[src/rtl/csi_rx_vc_packet_handler_pkg.sv]
// Shared constants for the CSI-2 RX virtual-channel packet handler:
// data types, packet header field layout and the handler state encoding.
package csi_rx_pkg;

  localparam logic [5:0] FS_DT_DEF    = 6'h00;
  localparam logic [5:0] FE_DT_DEF    = 6'h01;
  localparam logic [5:0] VIDEO_DT_DEF = 6'h2A;
  localparam logic [5:0] SHORT_DT_MAX = 6'h0F;

  localparam int HDR_DT_LSB = 0;
  localparam int HDR_DT_W   = 6;
  localparam int HDR_VC_LSB = 6;
  localparam int HDR_VC_W   = 2;
  localparam int HDR_WC_LSB = 8;
  localparam int HDR_WC_W   = 16;

  localparam int BYTES_PER_WORD = 4;

  typedef enum logic [1:0] {
    WAIT_SYNC = 2'd0,
    PAYLOAD   = 2'd1,
    SKIP      = 2'd2,
    DONE      = 2'd3
  } rx_state_e;

  function automatic logic is_short_dt(input logic [5:0] dt);
    return dt <= SHORT_DT_MAX;
  endfunction

endpackage

[src/rtl/csi_rx_vc_packet_handler_if.sv]
// Word stream into the packet handler and the video payload stream out of it.
interface csi_rx_vc_packet_handler_if;

  // Both directions are valid-only streams without backpressure: a word is
  // transferred in every cycle its enable is high and must be taken then.
  logic [31:0] data;
  logic        data_enable;
  logic        data_frame;
  logic        lp_detect;

  logic [31:0] payload;
  logic        payload_enable;
  logic        payload_frame;
  logic [1:0]  payload_vc;

  modport master (
    output data, data_enable, data_frame, lp_detect,
    input  payload, payload_enable, payload_frame, payload_vc
  );

  modport slave (
    input  data, data_enable, data_frame, lp_detect,
    output payload, payload_enable, payload_frame, payload_vc
  );

endinterface

[src/rtl/csi_rx_vc_tracker.sv]
// Per-virtual-channel frame/line status. Line counter exists only when
// CSI_RX_LINE_COUNT_EN is defined; otherwise line_count_o is tied to zero.
module csi_rx_vc_tracker (
  input  logic        clock,
  input  logic        areset_n,
  input  logic        fs_i,
  input  logic        fe_i,
  input  logic        line_start_i,
  input  logic        line_end_i,
  input  logic        line_count_inc_i,
  output logic        vsync_o,
  output logic        in_frame_o,
  output logic        in_line_o,
  output logic [15:0] line_count_o
);

  logic vsync_q, in_frame_q, in_line_q;

  always_ff @(posedge clock or negedge areset_n) begin
    if (!areset_n) begin
      vsync_q    <= 1'b0;
      in_frame_q <= 1'b0;
      in_line_q  <= 1'b0;
    end else begin
      vsync_q <= fs_i;
      if (fs_i) begin
        in_frame_q <= 1'b1;
      end else if (fe_i) begin
        in_frame_q <= 1'b0;
      end
      if (fe_i || line_end_i) begin
        in_line_q <= 1'b0;
      end else if (line_start_i) begin
        in_line_q <= 1'b1;
      end
    end
  end

  assign vsync_o    = vsync_q;
  assign in_frame_o = in_frame_q;
  assign in_line_o  = in_line_q;

`ifdef CSI_RX_LINE_COUNT_EN
  logic [15:0] line_count_q;

  // A repeated frame start restarts line numbering for the new frame.
  always_ff @(posedge clock or negedge areset_n) begin
    if (!areset_n) begin
      line_count_q <= 16'd0;
    end else if (fs_i && in_frame_q) begin
      line_count_q <= 16'd0;
    end else if (line_count_inc_i) begin
      line_count_q <= line_count_q + 16'd1;
    end
  end

  assign line_count_o = line_count_q;
`else
  logic unused_line_count_inc;
  assign unused_line_count_inc = line_count_inc_i;
  assign line_count_o = 16'd0;
`endif

endmodule

[src/rtl/csi_rx_vc_packet_handler.sv]
// CSI-2 RX packet handler: decodes headers, forwards accepted video payload
// and tracks per-VC frame state. Optional line counters: CSI_RX_LINE_COUNT_EN.
module csi_rx_vc_packet_handler
  import csi_rx_pkg::*;
#(
  parameter int          NUM_VC   = 2,
  parameter logic [1:0]  VC_BASE  = 2'b00,
  parameter logic [5:0]  FS_DT    = FS_DT_DEF,
  parameter logic [5:0]  FE_DT    = FE_DT_DEF,
  parameter logic [5:0]  VIDEO_DT = VIDEO_DT_DEF,
  parameter logic [15:0] MAX_LEN  = 16'd8192
) (
  input  logic                   clock,
  input  logic                   areset_n,
  csi_rx_vc_packet_handler_if.slave rx,
  output logic                   sync_wait,
  output logic                   packet_done,
  output logic [NUM_VC-1:0]      vsync,
  output logic [NUM_VC-1:0]      in_frame,
  output logic [NUM_VC-1:0]      in_line,
  output logic [16*NUM_VC-1:0]   line_count,
  output rx_state_e              state_o
);

  rx_state_e   state_q, state_d;
  logic [15:0] remaining_q, remaining_d;
  logic [15:0] cycle_cnt_q, cycle_cnt_d;
  logic [1:0]  pkt_idx_q, pkt_idx_d;
  logic        line_q, line_d;
  logic        count_q, count_d;
  logic [1:0]  payload_vc_q, payload_vc_d;
  logic [31:0] payload_q, payload_d;
  logic        payload_en_q, payload_frame_q, payload_frame_d;

  logic [5:0]  hdr_dt;
  logic [1:0]  hdr_vc, hdr_idx, evt_idx;
  logic [15:0] hdr_wc;
  logic [2:0]  vc_ext, vc_lo, vc_hi;
  logic        vc_ok, word_out, abort;
  logic        fs_hit, fe_hit, start_hit, end_hit, cnt_hit;
  logic [NUM_VC-1:0] evt_sel, fs_vec, fe_vec, start_vec, end_vec, cnt_vec;

  assign hdr_dt  = rx.data[HDR_DT_LSB +: HDR_DT_W];
  assign hdr_vc  = rx.data[HDR_VC_LSB +: HDR_VC_W];
  assign hdr_wc  = rx.data[HDR_WC_LSB +: HDR_WC_W];
  assign hdr_idx = hdr_vc - VC_BASE;
  assign vc_ext  = {1'b0, hdr_vc};
  assign vc_lo   = {1'b0, VC_BASE};
  assign vc_hi   = vc_lo + 3'(NUM_VC);
  assign vc_ok   = (vc_ext >= vc_lo) && (vc_ext < vc_hi);
  assign abort   = rx.lp_detect || (cycle_cnt_q == MAX_LEN - 16'd1);

  // Framing comes from the header word count; data_frame is not needed.
  logic unused_data_frame;
  assign unused_data_frame = rx.data_frame;

  always_comb begin
    state_d      = state_q;
    remaining_d  = remaining_q;
    cycle_cnt_d  = cycle_cnt_q;
    pkt_idx_d    = pkt_idx_q;
    line_d       = line_q;
    count_d      = count_q;
    payload_vc_d = payload_vc_q;
    evt_idx      = pkt_idx_q;
    word_out     = 1'b0;
    fs_hit       = 1'b0;
    fe_hit       = 1'b0;
    start_hit    = 1'b0;
    end_hit      = 1'b0;
    cnt_hit      = 1'b0;
    case (state_q)
      WAIT_SYNC: begin
        if (rx.data_enable) begin
          evt_idx     = hdr_idx;
          pkt_idx_d   = hdr_idx;
          line_d      = 1'b0;
          count_d     = 1'b0;
          cycle_cnt_d = 16'd0;
          remaining_d = hdr_wc;
          if (is_short_dt(hdr_dt)) begin
            state_d = DONE;
            fs_hit  = vc_ok && (hdr_dt == FS_DT);
            fe_hit  = vc_ok && (hdr_dt == FE_DT);
          end else if (vc_ok && (hdr_dt == VIDEO_DT)) begin
            start_hit    = 1'b1;
            line_d       = 1'b1;
            count_d      = 1'b1;
            payload_vc_d = hdr_vc;
            state_d      = (hdr_wc == 16'd0) ? DONE : PAYLOAD;
          end else begin
            state_d = (hdr_wc == 16'd0) ? DONE : SKIP;
          end
        end
      end
      PAYLOAD, SKIP: begin
        cycle_cnt_d = cycle_cnt_q + 16'd1;
        // An abort wins over a word arriving in the same cycle.
        if (abort) begin
          state_d = DONE;
          count_d = 1'b0;
        end else if (rx.data_enable) begin
          word_out    = (state_q == PAYLOAD);
          remaining_d = (remaining_q > 16'(BYTES_PER_WORD)) ?
                        remaining_q - 16'(BYTES_PER_WORD) : 16'd0;
          if (remaining_q <= 16'(BYTES_PER_WORD)) begin
            state_d = DONE;
          end
        end
      end
      DONE: begin
        end_hit = line_q;
        cnt_hit = count_q;
        state_d = WAIT_SYNC;
      end
      default: state_d = WAIT_SYNC;
    endcase

    evt_sel   = NUM_VC'(1) << evt_idx;
    fs_vec    = {NUM_VC{fs_hit}}    & evt_sel;
    fe_vec    = {NUM_VC{fe_hit}}    & evt_sel;
    start_vec = {NUM_VC{start_hit}} & evt_sel;
    end_vec   = {NUM_VC{end_hit}}   & evt_sel;
    cnt_vec   = {NUM_VC{cnt_hit}}   & evt_sel;

    payload_d = word_out ? rx.data : payload_q;
    if (state_q != PAYLOAD) begin
      payload_frame_d = 1'b0;
    end else if (word_out) begin
      payload_frame_d = 1'b1;
    end else begin
      payload_frame_d = payload_frame_q;
    end
  end

  always_ff @(posedge clock or negedge areset_n) begin
    if (!areset_n) begin
      state_q         <= WAIT_SYNC;
      remaining_q     <= 16'd0;
      cycle_cnt_q     <= 16'd0;
      pkt_idx_q       <= 2'd0;
      line_q          <= 1'b0;
      count_q         <= 1'b0;
      payload_vc_q    <= 2'd0;
      payload_q       <= 32'd0;
      payload_en_q    <= 1'b0;
      payload_frame_q <= 1'b0;
    end else begin
      state_q         <= state_d;
      remaining_q     <= remaining_d;
      cycle_cnt_q     <= cycle_cnt_d;
      pkt_idx_q       <= pkt_idx_d;
      line_q          <= line_d;
      count_q         <= count_d;
      payload_vc_q    <= payload_vc_d;
      payload_q       <= payload_d;
      payload_en_q    <= word_out;
      payload_frame_q <= payload_frame_d;
    end
  end

  assign sync_wait         = (state_q == WAIT_SYNC);
  assign packet_done       = (state_q == DONE);
  assign state_o           = state_q;
  assign rx.payload        = payload_q;
  assign rx.payload_enable = payload_en_q;
  assign rx.payload_frame  = payload_frame_q;
  assign rx.payload_vc     = payload_vc_q;

  for (genvar i = 0; i < NUM_VC; i++) begin : g_vc
    csi_rx_vc_tracker u_tracker (
      .clock            (clock),
      .areset_n         (areset_n),
      .fs_i             (fs_vec[i]),
      .fe_i             (fe_vec[i]),
      .line_start_i     (start_vec[i]),
      .line_end_i       (end_vec[i]),
      .line_count_inc_i (cnt_vec[i]),
      .vsync_o          (vsync[i]),
      .in_frame_o       (in_frame[i]),
      .in_line_o        (in_line[i]),
      .line_count_o     (line_count[16*i +: 16])
    );
  end

endmodule

[src/flat_wrapper.sv]
// flat-port wrapper written by rule: the top's interface ports become plain ports
module csi_rx_vc_packet_handler_flat import csi_rx_pkg::*;
#(
  parameter int          NUM_VC   = 2,
  parameter logic [1:0]  VC_BASE  = 2'b00,
  parameter logic [5:0]  FS_DT    = FS_DT_DEF,
  parameter logic [5:0]  FE_DT    = FE_DT_DEF,
  parameter logic [5:0]  VIDEO_DT = VIDEO_DT_DEF,
  parameter logic [15:0] MAX_LEN  = 16'd8192
)
  (clock, areset_n, sync_wait, packet_done, vsync, in_frame, in_line, line_count, state_o, rx_data, rx_data_enable, rx_data_frame, rx_lp_detect, rx_payload, rx_payload_enable, rx_payload_frame, rx_payload_vc);
  csi_rx_vc_packet_handler_if rx_i ();
  input  logic clock;
  input  logic areset_n;
  output logic sync_wait;
  output logic packet_done;
  output logic [NUM_VC-1:0] vsync;
  output logic [NUM_VC-1:0] in_frame;
  output logic [NUM_VC-1:0] in_line;
  output logic [16*NUM_VC-1:0] line_count;
  output rx_state_e state_o;
  input wire logic [$bits(rx_i.data)-1:0] rx_data;
  input wire logic [$bits(rx_i.data_enable)-1:0] rx_data_enable;
  input wire logic [$bits(rx_i.data_frame)-1:0] rx_data_frame;
  input wire logic [$bits(rx_i.lp_detect)-1:0] rx_lp_detect;
  output wire logic [$bits(rx_i.payload)-1:0] rx_payload;
  output wire logic [$bits(rx_i.payload_enable)-1:0] rx_payload_enable;
  output wire logic [$bits(rx_i.payload_frame)-1:0] rx_payload_frame;
  output wire logic [$bits(rx_i.payload_vc)-1:0] rx_payload_vc;
  assign rx_i.data = rx_data;
  assign rx_i.data_enable = rx_data_enable;
  assign rx_i.data_frame = rx_data_frame;
  assign rx_i.lp_detect = rx_lp_detect;
  assign rx_payload = rx_i.payload;
  assign rx_payload_enable = rx_i.payload_enable;
  assign rx_payload_frame = rx_i.payload_frame;
  assign rx_payload_vc = rx_i.payload_vc;
  csi_rx_vc_packet_handler #(.NUM_VC(NUM_VC), .VC_BASE(VC_BASE), .FS_DT(FS_DT), .FE_DT(FE_DT), .VIDEO_DT(VIDEO_DT), .MAX_LEN(MAX_LEN)) u_core (.clock(clock), .areset_n(areset_n), .rx(rx_i), .sync_wait(sync_wait), .packet_done(packet_done), .vsync(vsync), .in_frame(in_frame), .in_line(in_line), .line_count(line_count), .state_o(state_o));
endmodule
[config.mk]
export PLATFORM = sky130hd
export DESIGN_NAME = csi_rx_vc_packet_handler_flat
export DESIGN_NICKNAME = d
export VERILOG_FILES = /design/src/rtl/csi_rx_vc_packet_handler_pkg.sv /design/src/rtl/csi_rx_vc_packet_handler_if.sv /design/src/rtl/csi_rx_vc_tracker.sv /design/src/rtl/csi_rx_vc_packet_handler.sv /design/src/flat_wrapper.sv
export SDC_FILE = /design/constraint.sdc
export NUM_CORES = 1
export LEC_CHECK = 0
export CAP_MARGIN = 25
export CORE_MARGIN = 5
export CORE_UTILIZATION = 52
export CTS_BUF_LIST = sky130_fd_sc_hd__clkbuf_4 sky130_fd_sc_hd__clkbuf_8 sky130_fd_sc_hd__clkbuf_16
export CTS_CLUSTER_DIAMETER = 60
export DETAILED_ROUTE_END_ITERATION = 10
export PLACE_DENSITY = 0.86
export SKIP_CTS_REPAIR_TIMING = 1
export SYNTH_ARGS = -nofsm -noshare
export SYNTH_HDL_FRONTEND = slang
export SYNTH_SLANG_ARGS = --single-unit
export TNS_END_PERCENT = 5
[constraint.sdc]
create_clock -name clock -period 5.7 [get_ports clock]
set_input_delay 1.14 -clock clock [delete_from_list [all_inputs] [get_ports clock]]
set_output_delay 1.14 -clock clock [all_outputs]
set_load 0.05 [all_outputs]
Word level (Yosys, flattened, before mapping)
Cells that the tools add are included.
Widths: inputs -> output; s select.
- flip-flop bits (word level): 79
- bits of input ports: 37
- output and inout port bits: 78
- logic and storage cells: 104
- add/subtract/negate cells: 2
- $lt $le $gt $ge: 5
- equal/unequal tests: 12
- shift operators: 1
- muxes and demuxes: 42
- bitwise operators: 5
- reductions and logical operators: 22
- operators with widths (kind ; number):
    $mux 16 ; 5
    $pmux 16 s2 ; 2
    $mux 1 ; 25
    $mux 2 ; 9
    $add 16x1->16 const B ; 1
    $eq 16x13->1 const B ; 1
    $gt 16x3->1 const B ; 1
    $le 16x3->1 const B ; 1
    $logic_not 16->1 ; 1
    $sub 16x3->16 const B ; 1
    $reduce_bool 2->1 ; 6
    $and 2x2->2 ; 4
    $reduce_and 4->1 ; 2
    $eq 6x1->1 const B ; 1
    $eq 6x6->1 const B ; 1
    $le 6x4->1 const B ; 1
    $logic_not 6->1 ; 1
    $pmux 2 s3 ; 1
    $eq 2x2->1 const B ; 2
    $logic_and 1x1->1 ; 4
    $ne 2x1->1 const B ; 2
    $ne 2x2->1 const B ; 2
    $reduce_and 2->1 ; 2
    $logic_or 1x1->1 ; 3
    10 further kinds ; 10

Longest topological paths before layout
- depth after elaboration: 10
- gate-level depth with buffers: 9
- depth with buffers taken out: 7

By module
A second synthesis with hierarchy kept.
- cells, all modules: 397
- area, all modules: 4150.2 sq um
- modules (own cells, without submodules) (module ; times used ; cells an instance ; area each (sq um)):
    csi_rx_vc_packet_handler ; 1 ; 349 ; 3712.3
    csi_rx_vc_tracker ; 2 ; 24 ; 219.0

Worst setup path before layout
No wires, ideal clock.
- path kind: in2reg
- from: input rx_data[7]
- to: register u_core.payload_vc_q[0], in the netlist u_core.rx.payload_vc[0]
- data arrival time: 2651 ps
- setup slack: 2924 ps
- stages: 4
- buffers on the path: 0
- path through: or3_1 -> or4b_1 -> nor2_1 -> mux2_2
- cells in the longest elaborated chain, start to end: 4
- elaborated cells on any way between the ends: 5
- ends and longest elaborated chain (what ; RTL line ; text):
    start: declaration ; flat_wrapper.sv:22 ; input wire logic [$bits(rx_i.data)-1:0] rx_data;
    $ge 2x1->1 / $lt 2x2->1 (equally long branches) ; csi_rx_vc_packet_handler.sv:50 ; assign vc_ok = (vc_ext >= vc_lo) && (vc_ext < vc_hi);
    $logic_and 1x1->1 * ; csi_rx_vc_packet_handler.sv:50 ;
    $logic_and 1x1->1 * ; csi_rx_vc_packet_handler.sv:85 ; end else if (vc_ok && (hdr_dt == VIDEO_DT)) begin
    $reduce_and 4->1 (no line) * ; - ;
    end signal: assignment ; csi_rx_vc_packet_handler.sv:155 ; payload_vc_q <= payload_vc_d;
    end: declaration ; csi_rx_vc_packet_handler.sv:31 ; logic [1:0] payload_vc_q, payload_vc_d;
Mark *: on every way between the ends. The rest lies on a longest branch, timed or not.
A chain may end at the register's enable or synchronous reset.

Final worst setup path
- from: register u_core.state_q[1], in the netlist u_core.state_o[1]
- to: output sync_wait
- cells in the longest elaborated chain, start to end: 1
- ends and longest elaborated chain (what ; RTL line ; text):
    start: declaration ; csi_rx_vc_packet_handler.sv:25 ; rx_state_e state_q, state_d;
    start signal: assignment ; csi_rx_vc_packet_handler.sv:149 ; state_q <= state_d;
    $logic_not 2->1 ; csi_rx_vc_packet_handler.sv:162 ; assign sync_wait = (state_q == WAIT_SYNC);
    end: declaration ; flat_wrapper.sv:15 ; output logic sync_wait;
Every way passes these cells.

==> flow_metrics.tcl <==
set metrics [dict create \
    status "finished clean" \
    arrival_ns 2.09 \
    grt_pass1_vias 3355 \
    drt_iter0_markers 305 \
    grt_pass1_wl_um 16100 \
    endpoint_kind "output pin" \
    synth-seq-area-share 0.482 \
    nFillCells 578 \
    r2r-start "u_core.state_o[1]" \
    antennaDiodeCount 0 \
    async_flop_share 1.00 \
    synth.distinct_cells 54 \
    vias 3150 \
    htreeDepth 3 \
    p_leak_nw 2.20 \
    dp_hpwl_um 6700 \
    min_path_type "reg -> reg" \
    syn_area_sq_mm 0.00410 \
    slew_headroom 0.322 \
    clk_transition_reported_paths_ns 0.08 \
    reg2reg_to "u_core.remaining_q[15]" \
    nNetsFinal 497 \
    cts_root_buf "clkbuf_8" \
    die_area_sq_mm 0.00976 \
    dpl-instance-area_sq_mm 0.00480 \
    drv_slew 0 \
    placementRows 32 \
    cap_violations 0 \
    worst-path-max-fanout 8 \
    area_delta_synth_final_pct 22.5 \
    drc 0 \
    cts.sinks 79 \
    whs_ns 0.482 \
    fin_tns_setup_ns 0 \
    routed_wirelength_um 9740 \
    syn_inst 382 \
    clockBufferDepth 2 \
    crit_end "sync_wait" \
    min_period_ns 3.23 \
    die_x_um 98.8 \
    avgRoutedWirePerCell_um 17.4 \
    antenna_left 0 \
    portBuffers 81 \
    place_ws_ns 2.20 \
    setup_viol 0 \
    cts_tree "built" \
    irDropWorstVdd_mv 0.376 \
    rsz0062_at_grt "no" \
    r2r_setup_slack_ns 2.66 \
    yosysWarnings 0 \
    hold_depth 1 \
    cts_buffers 9 \
    synth_edf_count 0 \
    fin_area_sq_mm 0.00502 \
    max_freq_ghz 0.309 \
    dr.pass1.iters 4 \
    hold_violations 0 \
    worst_slew_pin_slew_ns 1.02 \
    worstPathRequired_ns 4.56 \
    die_h_um 98.8 \
    startpoint_type "register" \
    clk_latency_ns 0.35 \
    cellPowerDensity_mw_per_mm2 583 \
    boundaryPins 115 \
    layout_setup_ws_ns 2.47 \
    grt_usage 0.203 \
    gr-total-overflow 0 \
    core_sq_mm 0.00769 \
    drive_gt1_frac 0.135 \
    synth_seq_cells 79 \
    finalCritPeriodShare 0.567 \
    avgViaCountPerCell 5.63 \
    fin_skew_ns 0.00732 \
    startpoint "u_core.state_o[1]" \
    start_util 0.533 \
    reg2reg_depth 7 \
    antenna_found_initial 0 \
    synth-main-ff-cell "dfrtp_1" \
    globalplace.congestion 0.900 \
    grt_start_max_net_pins 80 \
    avgSynthCellArea_sq_um 10.7 \
    critPathKind "reg -> out" \
]
## per-layer routing
| layer | wire length, um | track usage | share of wire | vias to the layer above |
|---|---|---|---|---|
| li1 | - | - | - | 1443 |
| met1 | 3850 | 0.253 | 0.40 | 1510 |
| met2 | 4620 | 0.321 | 0.47 | 169 |
| met3 | 1020 | 0.0715 | 0.10 | 28 |
| met4 | 245 | 0.0840 | 0.025 | 0 |
| met5 | 0 | 0 | 0 | - |
## how the worst min path moves through the flow
stage	slack, ns	to	start
2_1_floorplan	0.45	u_core.remaining_q[9]	u_core.remaining_q[9]
3_3_place_gp	0.46	u_core.g_vc[0].u_tracker.in_frame_o	u_core.g_vc[0].u_tracker.in_frame_o
3_5_place_dp	0.46	u_core.g_vc[0].u_tracker.in_frame_o	u_core.g_vc[0].u_tracker.in_frame_o
4_1_cts	0.48	u_core.remaining_q[13]	u_core.remaining_q[13]
5_1_grt	0.50	u_core.g_vc[0].u_tracker.in_frame_o	u_core.g_vc[0].u_tracker.in_frame_o
6_report	0.48	u_core.g_vc[0].u_tracker.in_frame_o	u_core.g_vc[0].u_tracker.in_frame_o
## cell usage after synthesis (3+ instances only)
master	n	area [sq um]
o21ai_0	13	65.1
nor3_1	11	55.1
nand2_1	22	82.6
clkbuf_1	5	18.8
mux2i_1	6	60.1
dfrtp_1	79	1980
a21o_1	6	45.0
a221o_1	3	30.0
a21oi_1	14	70.1
xor2_1	5	43.8
nand3_1	8	40.0
nand4_1	6	37.5
ha_1	6	75.1
mux2_2	37	417
a22o_1	7	61.3
xnor2_1	4	35.0
buf_2	6	30.0
or4_1	3	22.5
or3_1	9	56.3
nor4_1	10	62.6
nor2b_1	4	25.0
nor2_1	26	97.6
inv_1	12	45.0
buf_4	38	285
## per-stage QoR
| step | utilization | total power [mW] | instances |
|---|---|---|---|
| after CTS | 0.650 | 2.92 | 559 |
| after detailed placement | 0.624 | 2.49 | 544 |
| after global routing | 0.653 | 3.09 | 560 |
| after global placement | 0.624 | 2.44 | 544 |
| after floorplan | - | 2.05 | 413 |
| final | 0.653 | 2.92 | 560 |
## layout make-up
type                            count  area (sq um)  area share
Clock buffer                        9           124      0.0247
Timing Repair Buffer               84           851       0.169
Sequential cell                    79          1980       0.394
Tap cell                          102           128      0.0254
Clock inverter                      6          71.3      0.0142
Inverter                           12          45.0     0.00897
Multi-Input combinational cell    268          1830       0.364
## critical path, cell delays in order (launching register included)
cell,delay [ns]
dfrtp_1,0.42
inv_1,0.09
ha_1,0.35
clkdlybuf4s50_1,0.88
## cells in the final DEF, fill, tap and decap left out, types with 3 or more instances in the layout
cell type,n
mux2i_1,6
mux2_2,37
a21oi_1,14
clkbuf_8,9
or4_1,3
nand3_1,8
xnor2_1,4
nand2_1,22
dfrtp_1,79
conb_1,32
a21o_1,6
a221o_1,3
clkdlybuf4s50_1,80
a22o_1,7
nor2b_1,4
nand4_1,6
nor2_1,25
o21ai_0,13
or3_1,9
buf_4,3
nor3_1,11
inv_1,12
xor2_1,5
ha_1,6
nor4_1,10
## power breakdown
| group | switching [mW] | internal, mW | leakage, nW | total (mW) |
|---|---|---|---|---|
| clock | 0.216 | 0.203 | 0.0919 | 0.419 |
| sequential | 0.150 | 0.766 | 0.999 | 0.915 |
| combinational | 1.02 | 0.568 | 1.11 | 1.59 |
| total | 1.39 | 1.54 | 2.20 | 2.92 |
## sequential cells by signal, indices dropped and copies added, names as in the netlist
register and count:
u_core.cycle_cnt_q 16, u_core.g_vc.u_tracker.in_frame_o 2, u_core.g_vc.u_tracker.in_line_o 2, u_core.g_vc.u_tracker.vsync_o 2
u_core.line_q 1, u_core.pkt_idx_q 2, u_core.remaining_q 16, u_core.rx.payload 32
u_core.rx.payload_enable 1, u_core.rx.payload_frame 1, u_core.rx.payload_vc 2, u_core.state_o 2
## cell families after synthesis
kind of cell	Yosys count	share of synthesized area
flops	79	0.482
fa+ha+maj	6	0.0183
other cells	1	0.000915
xor+xnor	9	0.0192
buf+inv	66	0.101
mux	43	0.116
compound gates	66	0.117
simple gates	112	0.145
(Power assumes the default switching activity.)
